## src/rtl/mem_access_pkg.sv

```systemverilog
// Shared op codes, FSM encodings and stage-register layout for the
// memory-access stage.
package mem_access_pkg;

  localparam logic [7:0] EXE_OP_NOP = 8'b0000_0000;
  localparam logic [7:0] EXE_OP_OR  = 8'b0010_0101;
  localparam logic [7:0] EXE_OP_LB  = 8'b1110_0000;
  localparam logic [7:0] EXE_OP_LH  = 8'b1110_0001;
  localparam logic [7:0] EXE_OP_LW  = 8'b1110_0011;
  localparam logic [7:0] EXE_OP_LBU = 8'b1110_0100;
  localparam logic [7:0] EXE_OP_LHU = 8'b1110_0101;
  localparam logic [7:0] EXE_OP_SB  = 8'b1110_1000;
  localparam logic [7:0] EXE_OP_SH  = 8'b1110_1001;
  localparam logic [7:0] EXE_OP_SW  = 8'b1110_1011;

  localparam logic [1:0] MEM_IDLE = 2'd0;
  localparam logic [1:0] MEM_BUS  = 2'd1;
  localparam logic [1:0] MEM_DONE = 2'd2;

  localparam int DBUS_SEL_W = 4;

  typedef struct packed {
    logic [31:0] wdata;
    logic [4:0]  waddr;
    logic        we;
    logic [7:0]  aluop;
    logic [31:0] mem_addr;
    logic [31:0] mem_data;
  } stage_t;

  function automatic logic is_load(input logic [7:0] op);
    return op inside {EXE_OP_LB, EXE_OP_LBU, EXE_OP_LH, EXE_OP_LHU, EXE_OP_LW};
  endfunction

  function automatic logic is_store(input logic [7:0] op);
    return op inside {EXE_OP_SB, EXE_OP_SH, EXE_OP_SW};
  endfunction

endpackage

```

## src/rtl/mem_align.sv

```systemverilog
// Combinational byte-lane steering: bus select, store replication,
// load extraction/extension and misalignment detection.
module mem_align
  import mem_access_pkg::*;
(
  input  logic [7:0]            aluop,
  input  logic [1:0]            addr_lo,
  input  logic [31:0]           store_data,
  input  logic [31:0]           rdata,
  output logic [DBUS_SEL_W-1:0] sel,
  output logic [31:0]           wdata,
  output logic [31:0]           load_data,
  output logic                  misaligned
);

  logic [3:0][7:0] lanes;
  logic [7:0]      rd_byte;
  logic [15:0]     rd_half;
  logic [3:0]      half_sel;

  genvar gi;
  generate
    for (gi = 0; gi < 4; gi++) begin : g_lane
      assign lanes[gi] = rdata[8*gi +: 8];
    end
  endgenerate

  assign rd_byte  = lanes[addr_lo];
  assign rd_half  = addr_lo[1] ? rdata[31:16] : rdata[15:0];
  assign half_sel = addr_lo[1] ? 4'b1100 : 4'b0011;

  always_comb begin
    sel        = '0;
    wdata      = '0;
    load_data  = '0;
    misaligned = 1'b0;
    case (aluop)
      EXE_OP_LB: begin
        sel       = 4'b0001 << addr_lo;
        load_data = {{24{rd_byte[7]}}, rd_byte};
      end
      EXE_OP_LBU: begin
        sel       = 4'b0001 << addr_lo;
        load_data = {24'd0, rd_byte};
      end
      EXE_OP_LH: begin
        sel        = half_sel;
        misaligned = addr_lo[0];
        load_data  = {{16{rd_half[15]}}, rd_half};
      end
      EXE_OP_LHU: begin
        sel        = half_sel;
        misaligned = addr_lo[0];
        load_data  = {16'd0, rd_half};
      end
      EXE_OP_LW: begin
        sel        = 4'b1111;
        misaligned = |addr_lo;
        load_data  = rdata;
      end
      EXE_OP_SB: begin
        sel   = 4'b0001 << addr_lo;
        wdata = {4{store_data[7:0]}};
      end
      EXE_OP_SH: begin
        sel        = half_sel;
        misaligned = addr_lo[0];
        wdata      = {2{store_data[15:0]}};
      end
      EXE_OP_SW: begin
        sel        = 4'b1111;
        misaligned = |addr_lo;
        wdata      = store_data;
      end
      default: ;
    endcase
  end

endmodule

```

## src/rtl/mem_access.sv

```systemverilog
// EX/MEM stage register plus a req/ack load/store engine that stalls the
// pipeline while a data-bus transaction is outstanding.
module mem_access
  import mem_access_pkg::*;
#(
  parameter int TIMEOUT = 16,
  parameter int CNT_W   = 5
) (
  input  logic                  clk,
  input  logic                  rst,
  input  logic [31:0]           ex_wdata,
  input  logic [4:0]            ex_waddr,
  input  logic                  ex_we,
  input  logic [7:0]            ex_aluop,
  input  logic [31:0]           ex_mem_addr,
  input  logic [31:0]           ex_mem_data,
  input  logic                  stall_i,
  output logic                  dbus_req,
  output logic                  dbus_we,
  output logic [DBUS_SEL_W-1:0] dbus_sel,
  output logic [31:0]           dbus_addr,
  output logic [31:0]           dbus_wdata,
  input  logic [31:0]           dbus_rdata,
  input  logic                  dbus_ack,
  output logic [31:0]           wb_wdata,
  output logic [4:0]            wb_waddr,
  output logic                  wb_we,
  output logic                  stallreq_o,
  output logic                  misalign_o,
  output logic                  bus_err_o
);

  localparam logic [CNT_W-1:0] TO_LAST = (TIMEOUT > 0) ? CNT_W'(TIMEOUT - 1) : '0;

  stage_t           stage_q, stage_d;
  logic [1:0]       state_q, state_d;
  logic [CNT_W-1:0] cnt_q, cnt_d;
  logic [31:0]      rdata_q, rdata_d;
  logic             mis_q, mis_d;
  logic             err_q, err_d;
  logic             fired_q, fired_d;

  logic                  op_load, op_store, op_mem, hold;
  logic                  in_bus, in_done;
  logic [DBUS_SEL_W-1:0] al_sel;
  logic [31:0]           al_wdata, al_load;
  logic                  al_mis;

  mem_align u_align (
    .aluop      (stage_q.aluop),
    .addr_lo    (stage_q.mem_addr[1:0]),
    .store_data (stage_q.mem_data),
    .rdata      (rdata_q),
    .sel        (al_sel),
    .wdata      (al_wdata),
    .load_data  (al_load),
    .misaligned (al_mis)
  );

  assign op_load  = is_load(stage_q.aluop);
  assign op_store = is_store(stage_q.aluop);
  assign op_mem   = op_load | op_store;
  assign in_bus   = (state_q == MEM_BUS);
  assign in_done  = (state_q == MEM_DONE);

  assign stallreq_o = op_mem & ~in_done;
  assign hold       = stallreq_o | stall_i;

  always_comb begin
    stage_d = stage_q;
    if (!hold) begin
      stage_d.wdata    = ex_wdata;
      stage_d.waddr    = ex_waddr;
      stage_d.we       = ex_we;
      stage_d.aluop    = ex_aluop;
      stage_d.mem_addr = ex_mem_addr;
      stage_d.mem_data = ex_mem_data;
    end
  end

  always_comb begin
    state_d = state_q;
    cnt_d   = cnt_q;
    rdata_d = rdata_q;
    mis_d   = mis_q;
    err_d   = err_q;
    fired_d = fired_q;
    case (state_q)
      MEM_IDLE: begin
        fired_d = 1'b0;
        if (op_mem) begin
          mis_d   = al_mis;
          err_d   = 1'b0;
          cnt_d   = '0;
          state_d = al_mis ? MEM_DONE : MEM_BUS;
        end
      end
      MEM_BUS: begin
        if (dbus_ack) begin
          rdata_d = dbus_rdata;
          state_d = MEM_DONE;
        end else begin
          // Saturating so a disabled timeout can never wrap into a false abort.
          if (cnt_q != '1) cnt_d = cnt_q + 1'b1;
          if (TIMEOUT > 0 && cnt_q == TO_LAST) begin
            err_d   = 1'b1;
            state_d = MEM_DONE;
          end
        end
      end
      MEM_DONE: begin
        fired_d = 1'b1;
        if (!stall_i) state_d = MEM_IDLE;
      end
      default: state_d = MEM_IDLE;
    endcase
  end

  always_ff @(posedge clk) begin
    if (rst) begin
      stage_q       <= '0;
      stage_q.aluop <= EXE_OP_NOP;
      state_q       <= MEM_IDLE;
      cnt_q         <= '0;
      rdata_q       <= '0;
      mis_q         <= 1'b0;
      err_q         <= 1'b0;
      fired_q       <= 1'b0;
    end else begin
      stage_q <= stage_d;
      state_q <= state_d;
      cnt_q   <= cnt_d;
      rdata_q <= rdata_d;
      mis_q   <= mis_d;
      err_q   <= err_d;
      fired_q <= fired_d;
    end
  end

  // Bus fields are driven only in BUS; stage hold keeps them stable there.
  always_comb begin
    dbus_req   = in_bus;
    dbus_we    = in_bus & op_store;
    dbus_sel   = in_bus ? al_sel : '0;
    dbus_addr  = in_bus ? {stage_q.mem_addr[31:2], 2'b00} : '0;
    dbus_wdata = in_bus ? al_wdata : '0;
  end

  always_comb begin
    wb_waddr = stage_q.waddr;
    wb_wdata = stage_q.wdata;
    wb_we    = 1'b0;
    if (!op_mem) begin
      wb_we = stage_q.we;
    end else if (in_done && op_load && !mis_q && !err_q) begin
      wb_we    = 1'b1;
      wb_wdata = al_load;
    end
  end

  assign misalign_o = in_done & mis_q & ~fired_q;
  assign bus_err_o  = in_done & err_q & ~fired_q;

endmodule

```

## config.mk

```make
export PLATFORM = sky130hd
export DESIGN_NAME = mem_access
export DESIGN_NICKNAME = d
export VERILOG_FILES = /design/src/rtl/mem_access_pkg.sv /design/src/rtl/mem_align.sv /design/src/rtl/mem_access.sv
export SDC_FILE = /design/constraint.sdc
export NUM_CORES = 1
export LEC_CHECK = 0
export ABC_CLOCK_PERIOD_IN_PS = 3550
export BUFFER_PORTS_ARGS = -buffer_cell sky130_fd_sc_hd__buf_2
export CAP_MARGIN = 10
export CORE_UTILIZATION = 56
export CTS_CLUSTER_DIAMETER = 200
export DETAILED_ROUTE_END_ITERATION = 16
export GPL_ROUTABILITY_DRIVEN = 0
export GPL_TIMING_DRIVEN = 0
export PLACE_DENSITY = 0.86
export SLEW_MARGIN = 20
export SYNTH_ARGS = -nofsm -noshare
export SYNTH_HDL_FRONTEND = slang
export SYNTH_SLANG_ARGS = --single-unit
```

## constraint.sdc

```tcl
create_clock -name clk -period 3.55 [get_ports clk]
set_input_delay 0.5325 -clock clk [delete_from_list [all_inputs] [get_ports clk]]
set_output_delay 0.5325 -clock clk [all_outputs]
set_load 0.05 [all_outputs]
```

### Yosys cells after proc, flatten, opt, wreduce, memory -nomap -nowiden

Cells that the tools add are included.

| word-level totals | value |
|---|---|
| output and inout bits | 111 |
| flip-flop bits (word level) | 152 |
| logic and storage cells | 92 |
| input port bits | 146 |

| operators by class | value |
|---|---|
| add/subtract/negate cells | 1 |
| bitwise operators | 10 |
| reduce and logical (&&, ||, !) cells | 19 |
| mux-type cells | 30 |
| magnitude comparators | 1 |
| shift operators | 1 |
| eq/ne operators | 18 |

Operator list:

| kind | number |
|---|---|
| $pmux 32 s5 | 1 |
| $mux 32 | 4 |
| $pmux 32 s3 | 1 |
| $eq 8x8->1 const B | 8 |
| $bmux 8 s2 | 1 |
| $mux 16 | 1 |
| $mux 5 | 3 |
| $pmux 4 s3 | 1 |
| $mux 2 | 5 |
| $pmux 5 s2 | 1 |
| $mux 4 | 2 |
| $mux 8 | 1 |
| $reduce_and 4->1 | 2 |
| $and 1x1->1 | 6 |
| $ne 2x2->1 const B | 3 |
| $pmux 1 s2 | 3 |
| $pmux 2 s3 | 1 |
| $reduce_or 3->1 | 2 |
| $add 5x1->5 const B | 1 |
| $eq 5x4->1 const B | 1 |
| $mux 1 | 5 |
| $ne 5x5->1 const B | 1 |
| $reduce_bool 5->1 | 1 |
| $ne 2x1->1 const B | 2 |
| other kinds (15) | 23 |

### Logic depth before layout (Yosys ltp)

| logic depth | value |
|---|---|
| depth after elaboration | 7 |
| depth in mapped cells | 7 |
| gate-level depth less buffers | 6 |

### Hierarchy

Synthesis repeated with hierarchy kept, for this count alone.

| second synthesis, totals | value |
|---|---|
| cells, all modules | 990 |
| area total of the unflattened synthesis | 8988.6 um2 |

Modules (own cells, without submodules):

| module | times used | area each (um2) | cells an instance |
|---|---|---|---|
| mem_access | 1 | 7487.2 | 800 |
| mem_align | 1 | 1501.4 | 190 |

### Worst setup path before layout

OpenSTA, ideal clock, no wires.

| timing | value |
|---|---|
| path type | register to output |
| from | reg stage_q[67] (netlist name) |
| to | out dbus_wdata[14] |
| path slack | 0.224 ns |
| stages on the path, launching flop included | 7 |
| data arrival time | 2.793 ns |
| buffers on the path | 2 |
| data required time | 3.017 ns |
| path through | dfxtp_1 clkbuf_1 nand2b_1 or3_1 clkbuf_1 a21o_1 nor4_1 |

| between the ends | value |
|---|---|
| cells in the longest elaborated chain, start to end | 3 |
| elaborated cells on any way between the ends | 5 |
| those cells by class | eq/ne (3); mux (2) |

Ends and longest elaborated chain:

| element | line | RTL |
|---|---|---|
| $eq 8x8->1 | mem_align.sv:37 | `case (aluop)` |
| $pmux 32 s3 (*) | mem_align.sv:37 |  |
| $mux 32 (*) | mem_access.sv:146 | `dbus_wdata = in_bus ? al_wdata : '0;` |
| end: declaration | mem_access.sv:22 | `output logic [31:0] dbus_wdata,` |

Mark *: on every way between the ends. The rest lies on a longest branch, timed or not.

### Final worst setup path

| timing | value |
|---|---|
| from | reg state_q[0] |
| to | out wb_wdata[7] |

| between the ends | value |
|---|---|
| cells in the longest elaborated chain, start to end | 6 |

Ends and longest elaborated chain:

| element | line | RTL |
|---|---|---|
| start: declaration | mem_access.sv:36 | `logic [1:0] state_q, state_d;` |
| start signal: assignment | mem_access.sv:131 | `state_q <= state_d;` |
| $eq 2x2->1 | mem_access.sv:64 | `assign in_done = (state_q == MEM_DONE);` |
| $logic_and 1x1->1 (3 in series) | mem_access.sv:155 | `end else if (in_done && op_load && !mis_q && !err_q) begin` |
| $mux 32 | mem_access.sv:155 |  |
| $mux 32 | mem_access.sv:153 | `if (!op_mem) begin` |
| end: declaration | mem_access.sv:25 | `output logic [31:0] wb_wdata,` |

Every way passes these cells.

==> key figures <==
Detailed routing
  • Routed wl met2: about 11000 um
  • Wire per inst: about 17 um
  • DR WL met3: around 1900 um
  • Initial drt markers: about 660
  • Post-route DRC violation count: 0
  • WL final: between 20000 and 25000 um
  • Post-DR vias/cell: between 5 and 6
  • Met1 WL: 9820 um
  • ANT nets after route: 0
  • Pre-antenna DRT Iters: 6
  • Via Count: around 8000
  • Top Metal Used: met4

Logic synthesis
  • Synth Flop Type: dfxtp_1
  • Synth warn: 0
  • Post-synth EDFFs: 0
  • #FFs+latches synth: between 150 and 200
  • Syn Inst Count: 957
  • Largest family of logic cells by synthesized area: simple AND/OR/NAND/NOR gates
  • Async S/R FF share, synth: 0%
  • Synthesized cell area: roughly 8300 um2
  • Avg Inst Size Synth: 8.67 um2
  • XOR/XNOR Fraction of Synth Area: 0%
  • Post-Synth Adder-Cell Area: less than 1%
  • Mux cell area share after synthesis: between 10% and 20%
  • Yosys cell types: 48
  • Synth Area in Simple Gates: between 30% and 40%
  • Complex-gate fraction of the synthesized area: a little over a tenth
  • Sequential element share of the synthesized area: 36.7%

Critical path
  • CP bufs+invs: 3
  • Arrival time worst endpoint: between 2000 and 3000 ps
  • Max incr delay on CP: 630 ps
  • CP startpoint kind: register
  • Worst EP required: 3020 ps
  • Nature of the critical path endpoint: output port
  • CP top delay family: compound AO/OA/AOI/OAI gates
  • Critical Path Fanout Max: 10
  • Crit path kind: reg2out
  • Crit path top cell by count: buf_6
  • CP max stage cell: a2111oi_4
  • Crit-path cells: buf_6 -> or4b_4 -> a2111oi_4 -> buf_6 -> nor2_1 -> a31oi_1 -> buf_2

Clock tree
  • CTS Root Cell: clkbuf_16
  • CTS tree: yes
  • CTS Buf Count: 17
  • CTS max path bufs: 2
  • CTS HTree Levels: 4
  • TritonCTS Sinks: around 150
  • Clock-pin slew on the worst setup and hold paths: 60 ps
  • CTS Hold Bufs: 0
  • Worst-Skew Late Latency: 420 ps

Timing
  • Clock period minus worst slack: 3370 ps
  • Slew Limit Fails: 0
  • Achievable Freq: ~0.3 GHz
  • Max-slew headroom: between 40% and 50%
  • Period Utilization, post-route: 94.9%
  • Hold violation total from the final report: 0
  • Setup TNS: 0 ps
  • Tightest Pin Transition: roughly 800 ps
  • Unrepaired setup endpoints after global routing: false
  • WHS: between 300 and 400 ps
  • Final WS setup: 183 ps
  • Clk_skew: approximately 5.3 ps
  • Setup violators final: 0

Worst hold path
  • HP Class: in2reg

Layout
  • NumNets Final: roughly 1400
  • Layout cells sized above 1: between 20% and 30%
  • FILL cells: 1167
  • Non-Filler Instances: between 1000 and 1500
  • P&R area growth vs syn: 25.3%
  • End-of-flow core utilization: 71.8%
  • Design area: just over 10000 um2

Global routing
  • Largest net degree at the start of global routing: 17
  • Vias in the first global route: 7360
  • First-pass GRT wire length: 36100 um
  • Initial antenna violation count: 2
  • GR Overflow Total: 0
  • Total GRT Usage: approximately 30%

Die
  • Core area: 14500 um2
  • Die ar.: between 15000 and 20000 um2
  • Die Y: 124 um
  • DIE WIDTH: roughly 120 um
  • FP Rows: between 40 and 50
  • Starting Density: 57.3%
  • Io pins: around 260

Place
  • Dpl cells: approximately 1400
  • Pre-CTS setup slack: approximately 480 ps
  • Dpl cell area: ~10000 um2
  • Post-detail-place hpwl: ~17000 um
  • # port buffers: 253

Run status
  • Status: finished, final reports clean

Run
  • Max-cap violations: 0

Power and ir drop
  • Overall power: between 4 and 5 mW
  • VDD IR max: approximately 0.00034 V
  • Power per Cell Area: 405 nW/um2
  • Pleak: ~4.6 nW
[cell usage after synthesis, drive strengths merged, types with 3 or more instances]
cell type	number	area, um2
nand2b	228	1430
dfxtp	152	3040
mux2i	113	1130
nand2	103	387
and2	57	357
a21oi	55	275
clkbuf	48	180
nor2	37	139
buf	35	208
o22a	24	210
a22oi	16	120
a32oi	9	78.8
a31oi	8	50.1
mux2	8	90.1
mux4	8	180
inv	7	26.3
nand3	6	30.0
nor3	4	20.0
ha	3	37.5
nor3b	3	22.5
o21ai	3	15.0
[routing by layer]
| metal | track usage [%] | vias up |
|---|---|---|
| li1 | - | 3760 |
| met1 | 37.9 | 3668 |
| met2 | 51.5 | 418 |
| met3 | 6.27 | 80 |
| met4 | 15.1 | 0 |
| met5 | 0 | - |
[cell families (layout without fill, tap and decap cells)]
group | count (synthesis) | count (layout)
buf+inv | 90 | 372
fa+ha+maj | 3 | 3
simple gates | 451 | 451
flops | 152 | 152
compound gates | 131 | 131
mux | 129 | 129
other cells | 1 | 4
[cell type report]
class,instances,area (um2),area share [%]
timing repair buffer,253,1270,12.2
antenna,2,5.00,0.0482
sequential,152,3040,29.3
buffer,82,385,3.71
tap,184,230,2.22
clock buffer,21,450,4.33
multi-input combinational,716,4860,46.8
clock inverter,9,126,1.22
inverter,7,26.3,0.253
[registers in the layout, indices dropped and copies added, names as in the netlist]
name / flops
stage_q: 105
wb_waddr: 5
state_q: 2
rdata_q: 32
err_q: 1
mis_q: 1
fired_q: 1
cnt_q: 5
[tightest hold or removal path, cell delays in order]
cell and delay (ps):
buf_2 100, nand2_1 40, a21oi_1 50
[repair_timing]
item                                    in CTS  in global routing
gates resized for setup                      1                  4
hold endpoints to repair                     0                  0
endpoints found under the setup margin       2                 24
setup buffers                                0                  0
[power by group]
part	switching [mW]	internal (mW)
registers	0.0539	1.79
clock network	0.685	1.11
logic	0.331	0.244
[placed cells by master (no fill, tap or decap), types with 16 or more instances in the layout]
cell type	n
dfxtp_1	152
clkbuf_1	49
o22a_1	24
nor2_1	37
clkbuf_16	17
a22oi_1	16
and2_1	56
nand2_1	103
a21oi_1	55
nand2b_1	228
mux2i_1	113
buf_2	269
[final timing paths]
path	slack, ps	from	cells after the start	endpoint
max	180	state_q[0]$_SDFFE_PP0P_	7	wb_wdata[7]
min	350	dbus_rdata[28]	3	rdata_q[28]$_SDFFE_PP0P_
max reg2reg	930	stage_q[68]$_SDFFE_PP0N_	6	stage_q[109]$_SDFFE_PP0N_
min reg2reg	470	stage_q[46]$_SDFFE_PP0N_	2	stage_q[46]$_SDFFE_PP0N_
Power figures use the tool's default switching activity.
